[config.mk]
export PLATFORM = sky130hd
export DESIGN_NAME = conv_sched_flat
export DESIGN_NICKNAME = d
export VERILOG_FILES = /design/src/rtl/conv_pkg.sv /design/src/rtl/conv_sched_if.sv /design/src/rtl/rr_arbiter.sv /design/src/rtl/conv_sched.sv /design/src/flat_wrapper.sv
export SDC_FILE = /design/constraint.sdc
export NUM_CORES = 1
export LEC_CHECK = 0
export CAP_MARGIN = 10
export CORE_UTILIZATION = 42
export DETAILED_ROUTE_END_ITERATION = 10
export GPL_TIMING_DRIVEN = 1
export PLACE_DENSITY = 0.8
export SLEW_MARGIN = 20
export SYNTH_ARGS = -nofsm -noshare
export SYNTH_HDL_FRONTEND = slang
export SYNTH_SLANG_ARGS = --single-unit
[constraint.sdc]
create_clock -name clock -period 4 [get_ports clock]
set_input_delay 0.4 -clock clock [delete_from_list [all_inputs] [get_ports clock]]
set_output_delay 0.4 -clock clock [all_outputs]
set_load 0.02 [all_outputs]
[src/rtl/conv_pkg.sv]
// Shared types and defaults for the convolution-engine scheduler.
package conv_pkg;

   localparam int DEF_NREQ  = 4;
   localparam int DEF_WIDTH = 6;

   typedef enum logic [1:0] {
      IDLE = 2'd0,
      ACC  = 2'd1,
      OUT  = 2'd2,
      RESP = 2'd3
   } state_t;

   typedef struct packed {
      logic load;
      logic acc_clr;
      logic shift;
      logic acc_en;
      logic out_en;
   } eng_ctrl_t;

endpackage

[src/rtl/conv_sched_if.sv]
// Requester, engine-control and response signals of the scheduler.
interface conv_sched_if
   import conv_pkg::*;
#(
   parameter int NREQ  = DEF_NREQ,
   parameter int WIDTH = DEF_WIDTH,
   parameter int IDW   = $clog2(NREQ)
);

   logic [NREQ-1:0]       req_valid;
   logic [NREQ*WIDTH-1:0] req_a;
   logic [NREQ*WIDTH-1:0] req_b;
   logic [NREQ-1:0]       req_ready;
   logic [WIDTH-1:0]      eng_a;
   logic [WIDTH-1:0]      eng_b;
   logic                  eng_load;
   logic                  eng_acc_clr;
   logic                  eng_shift;
   logic                  eng_acc_en;
   logic                  eng_out_en;
   logic                  rsp_valid;
   logic [IDW-1:0]        rsp_id;
   logic                  busy;

   modport master (
      input  req_valid, req_a, req_b,
      output req_ready, eng_a, eng_b, eng_load, eng_acc_clr, eng_shift,
             eng_acc_en, eng_out_en, rsp_valid, rsp_id, busy
   );

   modport slave (
      output req_valid, req_a, req_b,
      input  req_ready, eng_a, eng_b, eng_load, eng_acc_clr, eng_shift,
             eng_acc_en, eng_out_en, rsp_valid, rsp_id, busy
   );

endinterface

[src/rtl/rr_arbiter.sv]
// Combinational round-robin grant with a registered priority pointer.
module rr_arbiter
   import conv_pkg::*;
#(
   parameter int NREQ = DEF_NREQ,
   parameter int IDW  = $clog2(NREQ)
) (
   input  logic            clock,
   input  logic            reset,
   input  logic [NREQ-1:0] req,
   input  logic            advance,
   output logic [NREQ-1:0] grant,
   output logic [IDW-1:0]  grant_id
);

   logic [IDW-1:0] ptr_q;
   logic [IDW:0]   sum;
   logic [IDW-1:0] idx;
   logic           found;

   // Search upward from the pointer; the extra sum bit keeps wrap exact for any NREQ.
   always_comb begin
      grant    = '0;
      grant_id = '0;
      found    = 1'b0;
      sum      = '0;
      idx      = '0;
      for (int unsigned k = 0; k < NREQ; k++) begin
         sum = {1'b0, ptr_q} + (IDW+1)'(k);
         if (sum >= (IDW+1)'(NREQ))
            sum = sum - (IDW+1)'(NREQ);
         idx = sum[IDW-1:0];
         if (!found && req[idx]) begin
            found      = 1'b1;
            grant[idx] = 1'b1;
            grant_id   = idx;
         end
      end
   end

   always_ff @(posedge clock or posedge reset) begin
      if (reset)
         ptr_q <= '0;
      else if (advance)
         ptr_q <= (grant_id == IDW'(NREQ-1)) ? '0 : grant_id + IDW'(1);
   end

endmodule

[src/rtl/conv_sched.sv]
// Round-robin scheduler sequencing one shared bit-serial convolution engine.
module conv_sched
   import conv_pkg::*;
#(
   parameter int NREQ  = DEF_NREQ,
   parameter int WIDTH = DEF_WIDTH,
   parameter int IDW   = $clog2(NREQ)
) (
   input  logic         clock,
   input  logic         reset,
   conv_sched_if.master bus
);

   localparam int CW = (WIDTH > 1) ? $clog2(WIDTH) : 1;

   state_t           state_q, state_d;
   logic [CW-1:0]    cnt_q, cnt_d;
   logic [IDW-1:0]   id_q, id_d;
   logic [NREQ-1:0]  arb_req;
   logic [NREQ-1:0]  grant;
   logic [IDW-1:0]   grant_id;
   logic             advance;
   logic             grant_window;
   eng_ctrl_t        ctrl;

   // Reset masks the arbiter so no ready/load escapes while reset is held.
   assign grant_window = ~reset & ((state_q == IDLE) || (state_q == RESP));
   assign arb_req      = grant_window ? bus.req_valid : '0;

   rr_arbiter #(
      .NREQ (NREQ),
      .IDW  (IDW)
   ) u_arb (
      .clock    (clock),
      .reset    (reset),
      .req      (arb_req),
      .advance  (advance),
      .grant    (grant),
      .grant_id (grant_id)
   );

   always_ff @(posedge clock or posedge reset) begin
      if (reset) begin
         state_q <= IDLE;
         cnt_q   <= '0;
         id_q    <= '0;
      end else begin
         state_q <= state_d;
         cnt_q   <= cnt_d;
         id_q    <= id_d;
      end
   end

   always_comb begin
      state_d       = state_q;
      cnt_d         = cnt_q;
      id_d          = id_q;
      ctrl          = '0;
      advance       = 1'b0;
      bus.eng_a     = '0;
      bus.eng_b     = '0;
      bus.rsp_valid = 1'b0;
      case (state_q)
         IDLE, RESP: begin
            if (state_q == RESP) begin
               bus.rsp_valid = 1'b1;
               state_d       = IDLE;
            end
            if (|grant) begin
               ctrl.load    = 1'b1;
               ctrl.acc_clr = 1'b1;
               advance      = 1'b1;
               id_d         = grant_id;
               cnt_d        = '0;
               state_d      = ACC;
               bus.eng_a    = bus.req_a[grant_id*WIDTH +: WIDTH];
               bus.eng_b    = bus.req_b[grant_id*WIDTH +: WIDTH];
            end
         end
         ACC: begin
            ctrl.shift  = 1'b1;
            ctrl.acc_en = 1'b1;
            if (cnt_q == CW'(WIDTH-1))
               state_d = OUT;
            else
               cnt_d = cnt_q + CW'(1);
         end
         OUT: begin
            ctrl.out_en = 1'b1;
            state_d     = RESP;
         end
         default: state_d = IDLE;
      endcase
   end

   assign bus.req_ready   = grant;
   assign bus.eng_load    = ctrl.load;
   assign bus.eng_acc_clr = ctrl.acc_clr;
   assign bus.eng_shift   = ctrl.shift;
   assign bus.eng_acc_en  = ctrl.acc_en;
   assign bus.eng_out_en  = ctrl.out_en;
   assign bus.rsp_id      = id_q;
   assign bus.busy        = (state_q == ACC) || (state_q == OUT);

endmodule

[src/flat_wrapper.sv]
// flat-port wrapper written by rule: the top's interface ports become plain ports
module conv_sched_flat import conv_pkg::*;
#(
   parameter int NREQ  = DEF_NREQ,
   parameter int WIDTH = DEF_WIDTH,
   parameter int IDW   = $clog2(NREQ)
)
  (clock, reset, bus_req_valid, bus_req_a, bus_req_b, bus_req_ready, bus_eng_a, bus_eng_b, bus_eng_load, bus_eng_acc_clr, bus_eng_shift, bus_eng_acc_en, bus_eng_out_en, bus_rsp_valid, bus_rsp_id, bus_busy);
  conv_sched_if #(.NREQ(NREQ), .WIDTH(WIDTH), .IDW(IDW)) bus_i ();
  input  logic clock;
  input  logic reset;
  input wire logic [$bits(bus_i.req_valid)-1:0] bus_req_valid;
  input wire logic [$bits(bus_i.req_a)-1:0] bus_req_a;
  input wire logic [$bits(bus_i.req_b)-1:0] bus_req_b;
  output wire logic [$bits(bus_i.req_ready)-1:0] bus_req_ready;
  output wire logic [$bits(bus_i.eng_a)-1:0] bus_eng_a;
  output wire logic [$bits(bus_i.eng_b)-1:0] bus_eng_b;
  output wire logic [$bits(bus_i.eng_load)-1:0] bus_eng_load;
  output wire logic [$bits(bus_i.eng_acc_clr)-1:0] bus_eng_acc_clr;
  output wire logic [$bits(bus_i.eng_shift)-1:0] bus_eng_shift;
  output wire logic [$bits(bus_i.eng_acc_en)-1:0] bus_eng_acc_en;
  output wire logic [$bits(bus_i.eng_out_en)-1:0] bus_eng_out_en;
  output wire logic [$bits(bus_i.rsp_valid)-1:0] bus_rsp_valid;
  output wire logic [$bits(bus_i.rsp_id)-1:0] bus_rsp_id;
  output wire logic [$bits(bus_i.busy)-1:0] bus_busy;
  assign bus_i.req_valid = bus_req_valid;
  assign bus_i.req_a = bus_req_a;
  assign bus_i.req_b = bus_req_b;
  assign bus_req_ready = bus_i.req_ready;
  assign bus_eng_a = bus_i.eng_a;
  assign bus_eng_b = bus_i.eng_b;
  assign bus_eng_load = bus_i.eng_load;
  assign bus_eng_acc_clr = bus_i.eng_acc_clr;
  assign bus_eng_shift = bus_i.eng_shift;
  assign bus_eng_acc_en = bus_i.eng_acc_en;
  assign bus_eng_out_en = bus_i.eng_out_en;
  assign bus_rsp_valid = bus_i.rsp_valid;
  assign bus_rsp_id = bus_i.rsp_id;
  assign bus_busy = bus_i.busy;
  conv_sched #(.NREQ(NREQ), .WIDTH(WIDTH), .IDW(IDW)) u_core (.clock(clock), .reset(reset), .bus(bus_i));
endmodule
==> key figures, run 1 <==
Status
  – Outcome: finished clean

Power and ir drop
  – Leakage power: 1.10 nW
  – Worst VDD drop: 0.000618 V
  – PD cells: 754 nW/um^2

Logic synthesis
  – Post-synthesis net count: 265
  – Library cells used by synthesis: 51
  – Post-Synthesis Cells: 197
  – Post-synth top area share: 13.4%
  – Yosys warns: 0
  – Post-Syn Area: 1680 sq um
  – Mapped Avg Cell Area: 8.53 sq um
  – Flops & latches, synth: 9
  – Leading area contributor after synthesis: dfrtp_1
  – Seq/Total Area, Yosys: 13.4%
  – Synth area leaders: dfrtp_1 (13%), ha_1 (10%), mux2_2 (8.7%), mux2i_1 (8.3%), a211oi_1 (6.7%)
  – Post-synth EDFFs: 0
  – Post-synth ARST share: 100%
  – Synth Flop Type: dfrtp_1
  – Top cells by count, synth: a211oi_1 (15), nor2_1 (15), ha_1 (14), mux2i_1 (14), mux2_2 (13)

Timing
  – Fin crit share: 95.7%
  – Final setup violation count: 0
  – Worst slew pin tran: 357 ps
  – Max Freq: 0.261 GHz
  – Slew Viols, Final: 0
  – Clock skew: 0.876 ps
  – Final TNS setup: 0 ps
  – Slew HR: 75.5%
  – Final worst path period need: 3830 ps
  – RSZ-0062 raised after global routing: false
  – Hold Fails Final Rpt: 0

Drt
  – ANT nets after route: 0
  – Pre-antenna DRT Iters: 4
  – Initial DRC count: 132
  – Average wire per standard cell: 13.6 microns
  – Post-Route WL: 4350 microns
  – DRC Markers: 0
  – Vias/cell: 5.56
  – Vias: 1784

Clock tree
  – CTS tree: done
  – Worst skew pair latency: 230 ps
  – Clk slew on worst S/H paths: 50 ps
  – H-Tree Depth: 1
  – CTS Buf Count: 3
  – CTS max path bufs: 2
  – TritonCTS Sinks: 9
  – Root Buffer: clkbuf_8

Layout
  – Diodes inserted: 0
  – Nets@finish: 342
  – Final non-filler cell total: 321
  – Share of cells above drive strength 1: 16.1%
  – Post-layout util: 69.5%
  – Layout area overhead: 54.9%

Setup path
  – Setup CP Type: reg -> out
  – Reg2reg setup slack: 760 ps
  – WP buf/inv: 3
  – Crit path launch: u_core.u_arb.ptr_q[1]
  – Worst path cell trace: inv_1, ha_2, mux2i_2, o22ai_1, mux2_1, a221o_1, nor4_4, buf_12, a211oi_1, clkdlybuf4s50_1
  – Max incr delay on CP: 560 ps
  – RR Endpoint: u_core.cnt_q[1]
  – R2R cell count: 11
  – Worst path required time: 3600 ps
  – Levels on crit path: 10
  – CP endpoint kind: output port
  – Critical-path top delay cell: clkdlybuf4s50_1
  – Worst setup SP type: flop
  – CP delay by family, top: buffers and inverters
  – Critical path peak fanout: 20
  – CP arrival: 3430 ps
  – R2r startpoint: u_core.u_arb.ptr_q[1]
  – Worst setup path endpoint: bus_eng_b[1]

Worst hold path
  – Hold Crit Class: reg -> reg

Global route
  – Global-route wire length before repair: 7110 microns
  – Initial antenna violation count: 0
  – Vias in the first global route: 1656
  – Grt total ovfl: 0
  – Gr usage total: 20.7%
  – Largest net degree at the start of global routing: 27

Place
  – GPL Wtd Cong: 0.888
  – Placed wire-length estimate: 3420 microns
  – DP Cell Count: 317
  – Port bufs: 78

Die
  – Starting Density: 44.9%
  – Die X: 65.3 microns
  – Row count: 22
  – Die height: 65.3 microns
  – Die area: 4260 sq um
  – Core area: 3740 sq um
  – I/O pins: 79

Run
  – Max-Cap Viols: 0
-- worst register-to-register path: stages (launching register included) --
cell and delay, ps:
dfrtp_1 360, inv_1 120, ha_2 480, mux2i_2 340
o22ai_1 140, mux2_1 300, a221o_1 320, nor4_4 340
buf_12 190, buf_4 170, nor4_1 50, a311o_1 320
-- area by class of cell --
class	count	area, sq um
fill	309	1140
tap	48	60.1
multi-input combinational	156	1310
inverter	11	41.3
clock buffer	3	41.3
sequential	9	225
timing repair buffer	93	918
clock inverter	1	5.00
-- through the flow --
stage | worst slack (ps) | instance area, sq um | hold WS (ps) | total power [mW]
after floorplan | 389 | 1680 | 407 | 1.25
after global placement | 284 | 2550 | 477 | 1.84
after detailed placement | 213 | 2550 | 490 | 1.85
after CTS | 112 | 2600 | 498 | 1.97
after global routing | 9.70 | 2600 | 535 | 2.12
final | 173 | 2600 | 491 | 1.96
-- report_power, final --
| group | total, mW | internal (mW) | switching [mW] |
|---|---|---|---|
| Combinational | 1.70 | 0.802 | 0.895 |
| Clock | 0.105 | 0.0680 | 0.0373 |
| Sequential | 0.161 | 0.129 | 0.0322 |
-- sequential cells by signal, indices dropped and copies added (netlist names) --
| signal | count |
|---|---|
| u_core.u_arb.ptr_q | 2 |
| u_core.state_q | 2 |
| u_core.cnt_q | 3 |
| u_core.bus.rsp_id | 2 |
-- what timing repair did --
item	CTS	global route
gates resized for setup	0	2
hold buffers	0	0
endpoints found under the setup margin	0	14
setup buffers	0	0
-- kinds of logic (layout without fill, tap and decap cells) --
logic type | count (synthesis) | after routing | synth area share, %
AOI/OAI and AO/OA | 58 | 58 | 25.8
muxes | 33 | 33 | 21.4
DFF | 9 | 9 | 13.4
and+or+nand+nor | 49 | 49 | 18.7
xor gates and xnor gates | 2 | 2 | 1.04
buffers and inverters | 32 | 108 | 9.31
adders and majority gates | 14 | 14 | 10.4
-- placed cells by master, fill, tap and decap left out, types with 2 or more instances in the layout --
cell              n
a211oi_1         15
a21oi_1           7
a221o_1           4
a311o_1           2
buf_12            2
buf_4            13
clkbuf_8          3
clkdlybuf4s50_1  78
dfrtp_1           9
ha_1             13
inv_1            10
mux2_1            4
mux2_2           13
mux2i_1          14
mux2i_2           2
nand2_1           5
nand3_1           2
nand3b_1          3
nand4b_1          4
nand4bb_1         3
nor2_1           15
nor2b_1           2
nor3b_1           4
nor4_1            2
o21ai_0           5
o21ai_1           3
o21ai_2           2
o22ai_1           5
o41ai_1           3
xnor2_1           2
-- worst min-delay path by stage --
stage,cells after the start,to,from
finish,2,u_core.bus.rsp_id[1],u_core.bus.rsp_id[1]
floorplan,2,u_core.bus.rsp_id[0],reset
detailed placement,2,u_core.bus.rsp_id[1],u_core.bus.rsp_id[1]
CTS,2,u_core.bus.rsp_id[1],u_core.bus.rsp_id[1]
global route,1,u_core.bus.rsp_id[0],u_core.bus.rsp_id[0]
global placement,2,u_core.bus.rsp_id[1],u_core.bus.rsp_id[1]
-- layer usage --
layer  vias to the layer above  part of all wire, %  global-route usage, %
met4                         0                 0.30                   5.43
li1                        903                    -                      -
met5                         -                    0                      0
met3                         2                  7.8                   5.73
met1                       817                   43                   25.5
met2                        62                   49                   35.1
Power figures use the tool's default switching activity.
==> run 2: changes to the inputs <==
--- a/config.mk
+++ b/config.mk
@@ -7,6 +7,7 @@
 export LEC_CHECK = 0
 export CAP_MARGIN = 10
 export CORE_UTILIZATION = 42
+export CTS_CLUSTER_SIZE = 14
 export DETAILED_ROUTE_END_ITERATION = 10
 export GPL_TIMING_DRIVEN = 1
 export PLACE_DENSITY = 0.8
==> results of run 2 <==
The final DEF is identical to that of run 1; final timing and power are the same.
==> run 3: changes to the inputs <==
--- a/config.mk
+++ b/config.mk
@@ -11,6 +11,7 @@
 export DETAILED_ROUTE_END_ITERATION = 10
 export GPL_TIMING_DRIVEN = 1
 export PLACE_DENSITY = 0.8
+export SKIP_LAST_GASP = 1
 export SLEW_MARGIN = 20
 export SYNTH_ARGS = -nofsm -noshare
 export SYNTH_HDL_FRONTEND = slang
==> results of run 3 <==
The final DEF is identical to that of run 1; final timing and power are the same.
